$ cat src/rtl/audio_mixer_pwm.sv
// rtl/audio_mixer_pwm.sv - four-channel mixer, master volume and glitch-free PWM DAC output
// Optional AUDIO_MIXER_SOFT_MUTE_EN: mute/unmute ramp duty in steps of 8 per update.
module audio_mixer_pwm #(
  parameter int SAMPLE_PERIODS = 1
) (
  input  logic       clk50mhz,
  input  logic       rst_n,
  input  logic [3:0] ch0_in,
  input  logic [3:0] ch1_in,
  input  logic [3:0] ch2_in,
  input  logic [3:0] ch3_in,
  input  logic [3:0] ch_en,
  input  logic [2:0] master_vol,
  input  logic       mute,
  output logic       pwm_out,
  output logic [7:0] level_out,
  output logic       sample_strobe
);

  localparam logic [3:0] PER_LAST = 4'(SAMPLE_PERIODS - 1);

  logic [7:0] pwm_cnt_q, pwm_cnt_d;
  logic [3:0] per_cnt_q, per_cnt_d;
  logic [5:0] sum_r_q, sum_r_d;
  logic [2:0] vol_r_q, vol_r_d;
  logic [7:0] scaled_r_q, scaled_r_d;
  logic [7:0] duty_q, duty_d;
  logic       pwm_out_q, pwm_out_d;
  logic       sample_strobe_q, sample_strobe_d;
  logic       boundary, update;
  logic [8:0] product;
`ifdef AUDIO_MIXER_SOFT_MUTE_EN
  logic       ramp_q, ramp_d;
`endif

  always_comb begin
    pwm_cnt_d = pwm_cnt_q + 8'd1;
    boundary  = (pwm_cnt_q == 8'hFF);
    update    = boundary && (per_cnt_q == PER_LAST);

    per_cnt_d = per_cnt_q;
    if (boundary) begin
      per_cnt_d = (per_cnt_q == PER_LAST) ? 4'd0 : per_cnt_q + 4'd1;
    end

    sum_r_d = {2'b00, ch0_in & {4{ch_en[0]}}}
            + {2'b00, ch1_in & {4{ch_en[1]}}}
            + {2'b00, ch2_in & {4{ch_en[2]}}}
            + {2'b00, ch3_in & {4{ch_en[3]}}};
    vol_r_d = master_vol;

    product    = {3'b000, sum_r_q} * {5'b00000, ({1'b0, vol_r_q} + 4'd1)};
    scaled_r_d = product[8:1];

    // Comparing against the registered duty keeps the high time exactly duty clocks.
    pwm_out_d       = (pwm_cnt_q < duty_q);
    sample_strobe_d = update;
  end

`ifdef AUDIO_MIXER_SOFT_MUTE_EN
  // Ramp only across mute transitions; ordinary level changes still jump.
  always_comb begin
    duty_d = duty_q;
    ramp_d = ramp_q;
    if (update) begin
      if (mute) begin
        ramp_d = 1'b1;
        duty_d = (duty_q > 8'd8) ? duty_q - 8'd8 : 8'd0;
      end else if (ramp_q) begin
        if (duty_q < scaled_r_q) begin
          duty_d = ((scaled_r_q - duty_q) > 8'd8) ? duty_q + 8'd8 : scaled_r_q;
        end else if (duty_q > scaled_r_q) begin
          duty_d = ((duty_q - scaled_r_q) > 8'd8) ? duty_q - 8'd8 : scaled_r_q;
        end
        ramp_d = (duty_d != scaled_r_q);
      end else begin
        duty_d = scaled_r_q;
      end
    end
  end
`else
  always_comb begin
    duty_d = duty_q;
    if (update) begin
      duty_d = mute ? 8'd0 : scaled_r_q;
    end
  end
`endif

  always_ff @(posedge clk50mhz or negedge rst_n) begin
    if (!rst_n) begin
      pwm_cnt_q       <= 8'd0;
      per_cnt_q       <= 4'd0;
      sum_r_q         <= 6'd0;
      vol_r_q         <= 3'd0;
      scaled_r_q      <= 8'd0;
      duty_q          <= 8'd0;
      pwm_out_q       <= 1'b0;
      sample_strobe_q <= 1'b0;
`ifdef AUDIO_MIXER_SOFT_MUTE_EN
      ramp_q          <= 1'b0;
`endif
    end else begin
      pwm_cnt_q       <= pwm_cnt_d;
      per_cnt_q       <= per_cnt_d;
      sum_r_q         <= sum_r_d;
      vol_r_q         <= vol_r_d;
      scaled_r_q      <= scaled_r_d;
      duty_q          <= duty_d;
      pwm_out_q       <= pwm_out_d;
      sample_strobe_q <= sample_strobe_d;
`ifdef AUDIO_MIXER_SOFT_MUTE_EN
      ramp_q          <= ramp_d;
`endif
    end
  end

  assign pwm_out       = pwm_out_q;
  assign level_out     = duty_q;
  assign sample_strobe = sample_strobe_q;

endmodule

$ cat config.mk
export PLATFORM = sky130hd
export DESIGN_NAME = audio_mixer_pwm
export DESIGN_NICKNAME = d
export VERILOG_FILES = /design/src/rtl/audio_mixer_pwm.sv
export SDC_FILE = /design/constraint.sdc
export NUM_CORES = 1
export LEC_CHECK = 0
export BUFFER_PORTS_ARGS = -buffer_cell sky130_fd_sc_hd__buf_2
export CAP_MARGIN = 15
export CORE_MARGIN = 2
export CORE_UTILIZATION = 33
export DETAILED_ROUTE_END_ITERATION = 6
export SYNTH_ARGS = -nofsm -noshare
export SYNTH_HDL_FRONTEND = slang
export SYNTH_SLANG_ARGS = --single-unit
export TNS_END_PERCENT = 50
$ cat constraint.sdc
create_clock -name clk50mhz -period 3.3 [get_ports clk50mhz]
set_clock_uncertainty 0.05 [all_clocks]
set_input_delay 0.825 -clock clk50mhz [delete_from_list [all_inputs] [get_ports clk50mhz]]
set_output_delay 0.825 -clock clk50mhz [all_outputs]
set_load 0.05 [all_outputs]
==> reports/results.ini <==
[grt]
track_usage_pct = 11.2
antenna_found_initial = 0
overflow = 0
grt_max_degree = 40
grt_pass1_wl_um = 7690
grt_pass1_vias = 1757

[placed_design]
place.gp.congestion = 0.724
numPortBuffers = 35
dp_worst_setup_slack_ps = 57.0
dp_hpwl_um = 3280
placed_area_um2 = 2840

[critical_path]
max_stage_delay_ps = 500
crit_arrival_ps = 3290
cp-start-kind = flip-flop
critPathMaxFanout = 5
critical_path.endpoint_type = flip-flop
crit_slowest_cell = fa_1
worstPathCellList = ha_1 -> xor2_1 -> buf_4 -> nand2_1 -> fa_1 -> inv_1 -> fa_1 -> ha_1 -> a211oi_1 -> o21bai_1 -> a21oi_1 -> xnor2_1
crit_type = reg -> reg
cp.required_ps = 3460

[timing]
period_share_pct = 94.9
min_period_ps = 3130
slew_headroom_pct = 45.0
finalSetupTns_ps = 0
hold_violations = 0
fmax_ghz = 0.319
setup-violations-final = 0
setup_slack_ps = 168
rsz0062_at_grt = yes
finalMaxSlewViolations = 0
tightest_slew_ps = 826

[clock_tree]
clock_sinks = 39
root_buffer = clkbuf_8
htreeDepth = 2
clock_latency_ps = 290
cts_buffer_depth = 2
clk_pin_slew_ps = 80
numCtsBuffers = 5
cts_tree = yes

[drt]
drt-vias-per-instance = 4.41
drcViolationCount = 0
vias = 1659
wirelength_um = 4060
drt-pass1-iter-count = 4
drt_iter0_markers = 51
wl_per_cell_um = 10.8
ant_nets = 0

[logic_synthesis]
synth.avg_cell_area_um2 = 10.9
yosysWarnings = 0
yosysSeqAreaShare_pct = 38.7
syn_inst = 231
synth_fp_nets = 301
synth_cell_type_count = 32
ys_ff_latch = 39
synth_area_um2 = 2520

[layout]
mostFrequentLayoutCell = dfrtp_1
finish.utilization_pct = 40.0
final_cell_mix = dfrtp_1 (39), buf_2 (35), ha_1 (28), inv_1 (27), nand2_1 (27)
final_area_um2 = 2940
nets = 346
post_route_cells_drive_above_1_share_pct = 19.9
area_delta_synth_final_pct = 16.5
num_antenna_cells = 0

[worst_hold_path]
hp-class = reg -> reg

[job]
max-cap-violations = 0

[pwr]
ir_worst_vdd_v = 0.000157
power_density_nw_per_um2 = 461
total_leakage_power_nw = 1.54
finalPower_mw = 1.35

[status]
status = finished, final reports clean

[floorplanning]
ios = 36
die_w_um = 91.4
core_region_area_um2 = 7330
die_area_um2 = 8350
row_count = 31
die_y_um = 91.4
initial_core_util_pct = 34.4

==> repair_timing <==
action	4_1_cts	5_1_grt
buffers inserted	0	0
endpoints found under the setup margin	0	2
gates resized for setup	0	1
hold buffers	0	0
==> kinds of logic after synthesis <==
group | count (synthesis) | synth area share (%)
flip-flops | 39 | 38.7
multiplexers | 2 | 1.04
AND/OR/NAND/NOR | 71 | 16.0
AO/OA/AOI/OAI | 28 | 6.81
buffers and inverters | 30 | 4.82
adder cells (fa/ha/maj) | 44 | 26.6
XOR/XNOR | 17 | 5.91
==> final timing paths <==
check,start,end,slack (ps),cells after the start
min in group asynchronous,rst_n,per_cnt_q[3]$_DFFE_PN0N_,580,1
max in group asynchronous,rst_n,vol_r_q[2]$_DFF_PN0_,2100,1
max reg2reg,vol_r_q[0]$_DFF_PN0_,scaled_r_q[7]$_DFF_PN0_,170,12
max,vol_r_q[0]$_DFF_PN0_,scaled_r_q[7]$_DFF_PN0_,170,12
min,pwm_cnt_q[7]$_DFF_PN0_,pwm_cnt_q[7]$_DFF_PN0_,450,1
min reg2reg,pwm_cnt_q[7]$_DFF_PN0_,pwm_cnt_q[7]$_DFF_PN0_,450,1
==> flip-flops by register name, summed over array words and instances, names as in the netlist <==
| name | cells |
|---|---|
| level_out | 8 |
| per_cnt_q | 4 |
| pwm_cnt_q | 8 |
| pwm_out | 1 |
| sample_strobe | 1 |
| scaled_r_q | 8 |
| sum_r_q | 6 |
| vol_r_q | 3 |
==> layout make-up <==
class / instances / area (µm²)
clock buffers: 5 / 68.8
clock inverters: 3 / 20.0
fillers: 713 / 4400
inverters: 27 / 101
multi-input cells: 162 / 1430
flip-flops and latches: 39 / 976
well taps: 99 / 124
repair buffers: 41 / 220
==> report_power, final <==
part / switching (mW) / internal (mW) / total (mW) / leakage (nW)
clock: 0.172 / 0.147 / 0.319 / 0.0402
combinational: 0.234 / 0.217 / 0.451 / 1.05
sequential: 0.0363 / 0.547 / 0.583 / 0.459
total: 0.443 / 0.911 / 1.35 / 1.54
==> worst max-delay path: cells and delay by family, from the launching register on <==
| family | cells | cell delay, ps |
|---|---|---|
| DFF | 1 | 380 |
| xor gates and xnor gates | 2 | 310 |
| adders and majority gates | 4 | 1500 |
| and+or+nand+nor | 1 | 70 |
| buffers and inverters | 2 | 210 |
| AOI/OAI and AO/OA | 3 | 520 |
==> synth_stat cells <==
library cell,n,area share (%)
a211oi_1,2,0.60
a21o_1,7,2.1
a21oi_1,6,1.2
and2_0,1,0.25
and2_1,12,3.0
and2_4,1,0.35
and3_1,2,0.50
and3_4,1,0.45
and4_4,1,0.45
buf_2,1,0.20
buf_6,1,0.45
clkbuf_1,1,0.15
dfrtp_1,39,39
fa_1,16,13
ha_1,28,14
inv_1,27,4.0
mux2_1,1,0.45
mux2_4,1,0.60
nand2_1,27,4.0
nand2b_1,3,0.75
nand3_1,4,0.79
nand4_1,2,0.50
nand4b_1,7,2.4
nor2_1,4,0.60
nor2b_1,5,1.2
nor3b_4,1,0.75
o211ai_1,1,0.30
o21ai_0,10,2.0
o21bai_1,1,0.30
o31a_1,1,0.35
xnor2_1,11,3.8
xor2_1,6,2.1
==> stage by stage <==
step           hold WS, ps  instances
3_5_place_dp           438        368
2_1_floorplan          398        231
4_1_cts                453        376
3_3_place_gp           439        368
5_1_grt                499        376
6_report               451        376
==> metal layers <==
metal	GRT usage [%]	vias up	routed length, µm
met5	0	-	0
met4	4.17	0	61
met3	2.66	6	166
met2	19.0	38	1960
met1	13.9	767	1870
li1	-	848	-
Power figures use the tool's default switching activity.
